<file path="config.mk">
export PLATFORM = sky130hd
export DESIGN_NAME = tl45_fetch
export DESIGN_NICKNAME = d
export VERILOG_FILES = /design/src/rtl/tl45_fetch.sv
export SDC_FILE = /design/constraint.sdc
export NUM_CORES = 1
export LEC_CHECK = 0
export BUFFER_PORTS_ARGS = -buffer_cell sky130_fd_sc_hd__buf_4
export CAP_MARGIN = 20
export CORE_MARGIN = 2
export CORE_UTILIZATION = 40
export CTS_CLUSTER_DIAMETER = 80
export DETAILED_ROUTE_END_ITERATION = 7
export HOLD_SLACK_MARGIN = 0.02
export REMOVE_ABC_BUFFERS = 1
export SLEW_MARGIN = 20
export SYNTH_ARGS = -nofsm -noshare
export SYNTH_HDL_FRONTEND = slang
export SYNTH_SLANG_ARGS = --single-unit
</file>
<file path="constraint.sdc">
create_clock -name i_clk -period 5.15 [get_ports i_clk]
set_input_delay 0.2575 -clock i_clk [delete_from_list [all_inputs] [get_ports i_clk]]
set_output_delay 0.2575 -clock i_clk [all_outputs]
set_load 0.02 [all_outputs]
</file>
<file path="src/rtl/tl45_fetch.sv">
// rtl/tl45_fetch.sv - tl45 instruction-fetch stage (optional fetch timeout: TL45_FETCH_TIMEOUT_EN)
module tl45_fetch #(
  parameter logic [31:0] RESET_PC       = 32'h0000_0000,
  parameter int unsigned TIMEOUT_CYCLES = 16
) (
  input  logic        i_clk,
  input  logic        i_reset_n,
  input  logic        i_pipe_stall,
  input  logic        i_pipe_flush,
  input  logic [31:0] i_flush_pc,
  output logic        o_mem_req,
  output logic [31:0] o_mem_addr,
  input  logic        i_mem_ack,
  input  logic [31:0] i_mem_data,
  output logic [31:0] o_buf_pc,
  output logic [31:0] o_buf_inst,
  output logic        o_fetch_err
);

  localparam logic [31:0] BUBBLE = 32'hF000_0000;

  typedef enum logic [1:0] {
    S_FETCH = 2'd0,
    S_HOLD  = 2'd1,
    S_DRAIN = 2'd2
  } state_t;

  state_t      state_q, state_d;
  logic [31:0] pc_q, pc_d;
  logic [31:0] addr_q, addr_d;
  logic [31:0] buf_pc_q, buf_pc_d;
  logic [31:0] buf_inst_q, buf_inst_d;
  logic [31:0] hold_q, hold_d;
  logic        mem_req;
  logic        xfer;

`ifdef TL45_FETCH_TIMEOUT_EN
  logic        gap_q, gap_d;
  logic        err_q, err_d;
  logic [31:0] cnt_q, cnt_d;

  // The timeout gap cycle forces the request low so the bus sees a fresh retry.
  assign mem_req     = i_reset_n & (state_q != S_HOLD) & ~gap_q;
  assign o_fetch_err = err_q;
`else
  // Request is combinational on reset so it drops immediately when reset asserts.
  assign mem_req     = i_reset_n & (state_q != S_HOLD);
  assign o_fetch_err = 1'b0;
`endif

  assign xfer       = mem_req & i_mem_ack;
  assign o_mem_req  = mem_req;
  assign o_mem_addr = addr_q;
  assign o_buf_pc   = buf_pc_q;
  assign o_buf_inst = buf_inst_q;

  // Next-state, pc, output-buffer and hold-buffer logic; flush overrides stall and ack.
  always_comb begin
    state_d    = state_q;
    pc_d       = pc_q;
    buf_pc_d   = buf_pc_q;
    buf_inst_d = buf_inst_q;
    hold_d     = hold_q;
`ifdef TL45_FETCH_TIMEOUT_EN
    gap_d      = 1'b0;
    err_d      = err_q;
    cnt_d      = cnt_q;
`endif

    if (i_pipe_flush) begin
      pc_d       = i_flush_pc;
      buf_pc_d   = 32'h0;
      buf_inst_d = BUBBLE;
      hold_d     = BUBBLE;
      if (state_q == S_DRAIN) begin
        // A drain that completes on this edge is done; otherwise keep draining.
        state_d = xfer ? S_FETCH : S_DRAIN;
      end else if (mem_req && !i_mem_ack) begin
        state_d = S_DRAIN;
      end else begin
        state_d = S_FETCH;
      end
    end else begin
      unique case (state_q)
        S_FETCH: begin
          if (xfer) begin
            if (i_pipe_stall) begin
              hold_d  = i_mem_data;
              state_d = S_HOLD;
            end else begin
              buf_inst_d = i_mem_data;
              buf_pc_d   = pc_q;
              pc_d       = pc_q + 32'd1;
            end
          end else if (!i_pipe_stall) begin
            buf_inst_d = BUBBLE;
            buf_pc_d   = pc_q;
          end
        end
        S_HOLD: begin
          if (!i_pipe_stall) begin
            buf_inst_d = hold_q;
            buf_pc_d   = pc_q;
            pc_d       = pc_q + 32'd1;
            state_d    = S_FETCH;
          end
        end
        S_DRAIN: begin
          if (xfer) begin
            state_d = S_FETCH;
          end
        end
        default: state_d = S_FETCH;
      endcase
    end

`ifdef TL45_FETCH_TIMEOUT_EN
    if (i_pipe_flush) begin
      cnt_d = 32'h0;
      err_d = 1'b0;
    end else if (xfer) begin
      cnt_d = 32'h0;
    end else if (mem_req) begin
      if (cnt_q + 32'd1 >= TIMEOUT_CYCLES) begin
        // Give up on this request: one idle cycle, then fetch pc afresh.
        cnt_d   = 32'h0;
        gap_d   = 1'b1;
        err_d   = 1'b1;
        state_d = S_FETCH;
        if (!i_pipe_stall) begin
          buf_inst_d = BUBBLE;
        end
      end else begin
        cnt_d = cnt_q + 32'd1;
      end
    end
`endif

    // While draining, the bus address must stay on the abandoned request.
    addr_d = (state_d == S_DRAIN) ? addr_q : pc_d;
  end

  // State and datapath registers.
  always_ff @(posedge i_clk or negedge i_reset_n) begin
    if (!i_reset_n) begin
      state_q    <= S_FETCH;
      pc_q       <= RESET_PC;
      addr_q     <= RESET_PC;
      buf_pc_q   <= 32'h0;
      buf_inst_q <= BUBBLE;
      hold_q     <= BUBBLE;
    end else begin
      state_q    <= state_d;
      pc_q       <= pc_d;
      addr_q     <= addr_d;
      buf_pc_q   <= buf_pc_d;
      buf_inst_q <= buf_inst_d;
      hold_q     <= hold_d;
    end
  end

`ifdef TL45_FETCH_TIMEOUT_EN
  // Timeout counter, retry gap and sticky fault flag.
  always_ff @(posedge i_clk or negedge i_reset_n) begin
    if (!i_reset_n) begin
      gap_q <= 1'b0;
      err_q <= 1'b0;
      cnt_q <= 32'h0;
    end else begin
      gap_q <= gap_d;
      err_q <= err_d;
      cnt_q <= cnt_d;
    end
  end
`endif

endmodule

</file>
==> results_dict.tcl, run 1 <==
set metrics [dict create \
    path_cells "dlygate4sd3_1, buf_6, a21oi_1, or4b_2, or4_1, xor2_1, o221ai_1" \
    path_buf_inv 2 \
    worstHoldPathType "input port to register" \
    slowest_delay_ns 0.86 \
    rsz0062_at_grt "false" \
    status "complete, no violations" \
    r2r_setup_slack_ns 2.41 \
    fp.dieArea_mm2 0.01930 \
    power.leakage_uw 0.004118 \
    powerDensity_mw_per_mm2 374.0 \
    dp_hpwl_um 12910 \
    num_vias 6191 \
    synth_flop_cell "dfrtp_1" \
    h-tree-depth 4 \
    drt_iter0_markers 445 \
    routedWlPerCell_um 17.22 \
    worstReg2RegStart "pc_q[0]$_DFF_PN0_" \
    cp.required_ns 5.40 \
    clockRootBuffer "clkbuf_16" \
    antenna_found_initial 0 \
    num_antenna_cells 0 \
    synth_edf_count 0 \
    core.rowCount 49 \
    skew_ns 0.008717 \
    grt_overflow 0 \
    cts-buffers-inserted 17 \
    gp_congestion 0.7648 \
    worst_slew_pin_slew_ns 1.048 \
    drive_gt1_frac 0.2527 \
    timing.hold.ws_ns 0.06772 \
    grt_pass1_vias 6048 \
    area_delta_synth_final_pct 28.15 \
    cts_hold_buf 1 \
    numClockSinks 162 \
    port_buffers 165 \
    grt_usage 0.2107 \
    synth-seq-cells 162 \
    grt_max_degree 70 \
    ys_seq_area_frac 0.5582 \
    final_cell_mix "nand2_1 (230), buf_4 (174), dfrtp_1 (154), a21oi_1 (82), o21ai_0 (36)" \
    cp_slowest_cell "or4b_2" \
    max_clock_freq_mhz 313.1 \
    setup_tns_ns 0 \
    ys_async_sr_fraction 1.000 \
    start_util 0.4067 \
    fill_cells 1637 \
    ir_worst_vdd_uv 290.5 \
    routed_via_density 5.305 \
    cts_resized 0 \
    cts_tree "yes" \
    ios 167 \
    yosysTopAreaCell "dfrtp_1" \
    max-slew-margin-rel 0.2915 \
    path_max_fanout 69 \
    drt.antenna.violating_nets 0 \
    num-nets-final 995 \
    postCtsSetupBuffers 0 \
    worstHoldStart "i_mem_data[30]" \
    post-route-period-util 0.6202 \
    cp.arrival_ns 3.45 \
    synth.cell_area_mm2 0.007281 \
    setup_viol 0 \
    final_common_cell "nand2_1" \
    synth.top_cell.area_share 0.5293 \
    die_x_um 138.9 \
    hold_viol_final 0 \
    syn_avg_cell_area_um2 9.228 \
    worstSkewPairLatency_ns 0.42 \
    final_area_mm2 0.009330 \
    synthCells 789 \
    yosysUniqueCellTypes 45 \
    crit_start "i_reset_n" \
    path_class "input port to register" \
    cp_top_family "simple AND/OR/NAND/NOR gates" \
    core_region_area_mm2 0.01790 \
    start_kind "input port" \
    route.detailed.drc 0 \
    clk_pin_slew_ns 0.06 \
    wirelength_um 20090 \
    synth_warnings 0 \
    die_y_um 138.9 \
    grt_pass1_wl_um 32680 \
    ctsLongestPathBuffers 2 \
    drt_first_pass_iters 4 \
    cap_violations 0 \
    end_kind "register" \
    maxSlewViolCount 0 \
    period_needed_ns 3.194 \
    synthTopCellsByArea "dfrtp_1 (53%), nand2_1 (12%), a21oi_1 (5.6%)" \
    dpl_cell_area_mm2 0.008680 \
]
## Yosys cell counts (all sizes together), types with 2 or more instances
master and count:
a21oi 82, a22oi 28, a31oi 6, and4 2, buf 6, clkbuf 53, clkinv 2, dfrtp 154
dfstp 8, inv 7, mux2 11, mux2i 4, nand2 230, nand3 16, nand4 6, nor2 32
nor2b 3, nor3 13, nor4 6, nor4b 3, o21ai 36, o221ai 21, o311ai 2, o31ai 2
or2 3, or3 6, or4 6, or4b 2, xnor2 21, xor2 7
## kinds of logic (layout without fill, tap and decap cells)
| logic type | Yosys count | after routing | share of synthesized area |
|---|---|---|---|
| AOI/OAI and AO/OA | 181 | 181 | 0.1497 |
| xor gates and xnor gates | 28 | 28 | 0.03368 |
| adders and majority gates | 2 | 2 | 0.003093 |
| buffers and inverters | 68 | 217 | 0.03575 |
| DFF | 162 | 162 | 0.5582 |
| muxes | 15 | 15 | 0.02251 |
| other | 1 | 1 | 0.0005151 |
| and+or+nand+nor | 332 | 332 | 0.1966 |
## layer usage
layer	vias to the layer above	routed length, um	GRT usage
met5	-	0	0
met4	0	166	0.04094
met3	16	1166	0.05283
met2	189	9085	0.3225
met1	2993	9671	0.3074
li1	2993	-	-
## final timing paths
path	end	cells past startpoint
max	o_mem_addr[29]$_DFFE_PN0P_	7
min	hold_q[30]$_DFFE_PN1P_	3
min reg2reg	o_buf_inst[1]$_DFFE_PN0P_	2
min in group asynchronous	o_buf_inst[10]$_DFFE_PN0P_	2
max in group asynchronous	o_mem_addr[26]$_DFFE_PN0P_	4
max reg2reg	o_mem_addr[22]$_DFFE_PN0P_	6
## worst reg2reg max path, stage by stage (launching register included)
cell      delay (ns)
dfrtp_1         0.42
ha_1            0.20
or3b_2          0.49
or3_1           0.53
or4_1           0.60
xor2_1          0.20
o221ai_1        0.13
## per-stage QoR
stage / setup slack, ns / util / cells / total power, uW
floorplan: 1.841 / - / 730 / 1807
global placement: 2.099 / 0.4848 / 1134 / 2130
detailed placement: 2.087 / 0.4848 / 1134 / 2135
CTS: 1.962 / 0.5212 / 1167 / 3519
global route: 1.759 / 0.5212 / 1167 / 3646
finish: 1.956 / 0.5212 / 1167 / 3489
## layout make-up
class                      count  area [um2]  share of cell area
multi-input combinational    559        2978              0.3192
sequential                   162        4064              0.4356
tap                          229       286.5             0.03071
clock buffer                  24       491.7             0.05270
clock inverter                 8       148.9             0.01596
timing repair buffer         176        1328              0.1423
inverter                       9       33.78            0.003621
## where the power goes
group          total, uW  internal, uW  leakage (uW)  switching [uW]
clock               1380           865      0.000307             516
combinational        620           251       0.00174             369
sequential          1490          1390       0.00207            98.1
## state kept, by name (all words and copies together) (netlist names)
name / count
pc_q: 32
o_buf_pc: 32
hold_q: 32
o_buf_inst: 32
o_mem_addr: 32
state_q: 2
Power figures use the tool's default switching activity.
==> run 2: changes to the inputs <==
==> constraint.sdc (replaced) <==
create_clock -name i_clk -period 3.15 [get_ports i_clk]
set_input_delay 0.1575 -clock i_clk [delete_from_list [all_inputs] [get_ports i_clk]]
set_output_delay 0.1575 -clock i_clk [all_outputs]
set_load 0.02 [all_outputs]
==> run 2 against run 1 <==
Against the previous run:
- cell area is 7.3% higher
- utilization is 3.8 points higher
- die area stayed put
- critical path depth is 2 lower
- sequential power is 62% higher
- first-iteration DRC count is 36% lower
- via count is 3.3% higher
- count of clock-buffer cells in the layout is 3 lower
- final cell count is 6.0% higher
- sequential cell count stayed put
- global-route usage is 0.066 points higher
- wire length is 1.2% higher
- largest cell class unchanged
- largest power group unchanged
- highest routed layer unchanged
==> results_dict.tcl, run 2 (synthesis gave the netlist of run 1 again) <==
set metrics [dict create \
    status "complete, no violations" \
    start_kind "register" \
    max-slew-margin-rel 0.4031 \
    cp_top_family "simple AND/OR/NAND/NOR gates" \
    num-nets-final 1065 \
    clockRootBuffer "clkbuf_16" \
    p_int_uw 4048 \
    whs_path_depth 3 \
    p_switching_uw 1634 \
    fp.dieArea_mm2 0.01930 \
    setup_tns_ns 0 \
    skew_ns 0.008227 \
    drt.antenna.violating_nets 0 \
    route.detailed.drc 0 \
    start_util 0.4067 \
    grt_overflow 0 \
    h-tree-depth 4 \
    end_kind "register" \
    clk_pin_slew_ns 0.06 \
    drt_first_pass_iters 4 \
    path_class "register to register" \
    grt_pass1_wl_um 32980 \
    grt_max_degree 164 \
    maxSlewViolCount 0 \
    die_y_um 138.9 \
    cp_slowest_cell "or4_1" \
    final_area_mm2 0.01001 \
    post-route-util 0.5591 \
    clkPwrFrac 0.379 \
    cts-buffers-inserted 17 \
    max_clock_freq_mhz 390.0 \
    hold_viol_final 0 \
    post-place-ws_ns 0.5718 \
    period_needed_ns 2.564 \
    cts_tree "yes" \
    die_x_um 138.9 \
    grt_usage 0.2113 \
    drt_iter0_markers 283 \
    gp_congestion 0.8074 \
    path_max_fanout 8 \
    num_vias 6395 \
    drive_gt1_frac 0.2440 \
    area_delta_synth_final_pct 37.46 \
    slowest_delay_ns 0.69 \
    numClockSinks 162 \
    routed_via_density 5.170 \
    antenna_found_initial 0 \
    ios 167 \
    dpl_cell_area_mm2 0.008765 \
    path_cells "nand4_1, or4_1, or3_4, or4_1, a32o_1" \
    rsz0062_at_grt "false" \
    combPwrFrac 0.195 \
    setup_viol 0 \
    reg2regPathDepth 5 \
    critPathMostFrequentCell "or4_1" \
    num_antenna_cells 0 \
    timing.hold.ws_ns 0.03253 \
    wirelength_um 20330 \
    grt_pass1_vias 6270 \
    cap_violations 0 \
    p_sw_frac 0.2875 \
    core_region_area_mm2 0.01790 \
    final_cell_mix "nand2_1 (230), buf_4 (180), dfrtp_1 (154), a21oi_1 (82), dlygate4sd3_1 (63)" \
    ctsLongestPathBuffers 2 \
    worstSkewPairLatency_ns 0.42 \
    path_buf_inv 0 \
    dp_hpwl_um 13260 \
    worstHoldPathType "input port to register" \
    powerDensity_mw_per_mm2 567.7 \
    post-route-period-util 0.8140 \
    worst_slew_pin_slew_ns 0.8830 \
    cp.arrival_ns 2.87 \
    crit_cells 5 \
    final_common_cell "nand2_1" \
    routedWlPerCell_um 16.43 \
    pwr-share-seq 0.427 \
    power.leakage_uw 0.004406 \
    ir_worst_vdd_uv 428.6 \
    cp.required_ns 3.45 \
    port_buffers 165 \
    core.rowCount 49 \
    setup_ws_ns 0.5859 \
]
==> run 2: cell types whose count changed in the layout (fill, tap and decap cells not counted), sizes merged <==
cell         previous run  this run
clkbuf                 24        21
bufinv                  4         3
clkinv                  4         5
inv                     7         9
dlygate4sd3             1        63
clkinvlp                2         3
buf                   175       183
==> run 2: timing repair <==
action	CTS	global route
buffers inserted	0	0
resized for setup	0	0
endpoints found under the hold margin	219	0
hold buffers	63	0
==> run 2: layout make-up <==
cell class / instances / area [um2]
timing repair buffer: 246 / 2033
sequential: 162 / 4064
multi-input combinational: 559 / 2978
tap: 229 / 286.5
inverter: 9 / 33.78
clock inverter: 11 / 152.6
fill: 1633 / 7894
clock buffer: 21 / 460.4
==> run 2: final timing paths <==
path | from | endpoint | slack (ns)
min reg2reg | o_buf_inst[3]$_DFFE_PN0P_ | o_buf_inst[3]$_DFFE_PN0P_ | 0.49
min in group asynchronous | i_reset_n | o_buf_inst[19]$_DFFE_PN0P_ | 0.54
max in group asynchronous | i_reset_n | o_buf_inst[27]$_DFFE_PN0P_ | 1.97
min | i_flush_pc[30] | pc_q[30]$_DFF_PN0_ | 0.03
max reg2reg | pc_q[5]$_DFF_PN0_ | o_mem_addr[28]$_DFFE_PN0P_ | 0.59
max | pc_q[5]$_DFF_PN0_ | o_mem_addr[28]$_DFFE_PN0P_ | 0.59
==> run 2: metal layers <==
metal / vias up / GRT usage / wire length, um
li1: 3137 / - / -
met1: 3070 / 0.2939 / 9573
met2: 168 / 0.3409 / 9498
met3: 20 / 0.04351 / 984
met4: 0 / 0.05423 / 270
met5: - / 0 / 0
==> run 2: through the flow <==
step	total power, uW	std cells
final	5682	1237
after global routing	5931	1237
after CTS	5734	1237
after detailed placement	3511	1142
after global placement	3504	1142
after floorplan	2954	730
==> run 2: power by group through the flow <==
stage | combinational, uW | sequential, uW | clock [uW]
2_1_floorplan | 357 | 2600 | 0
3_3_place_gp | 1050 | 2460 | 0
3_5_place_dp | 1050 | 2460 | 0
4_1_cts | 1120 | 2430 | 2190
5_1_grt | 1200 | 2450 | 2280
6_report | 1110 | 2420 | 2150
==> run 2: worst min-delay path: cells and delay by family <==
kind                   cells  cell delay, ns
and+or+nand+nor            1            0.09
buffers and inverters      1            0.08
AOI/OAI and AO/OA          1            0.08
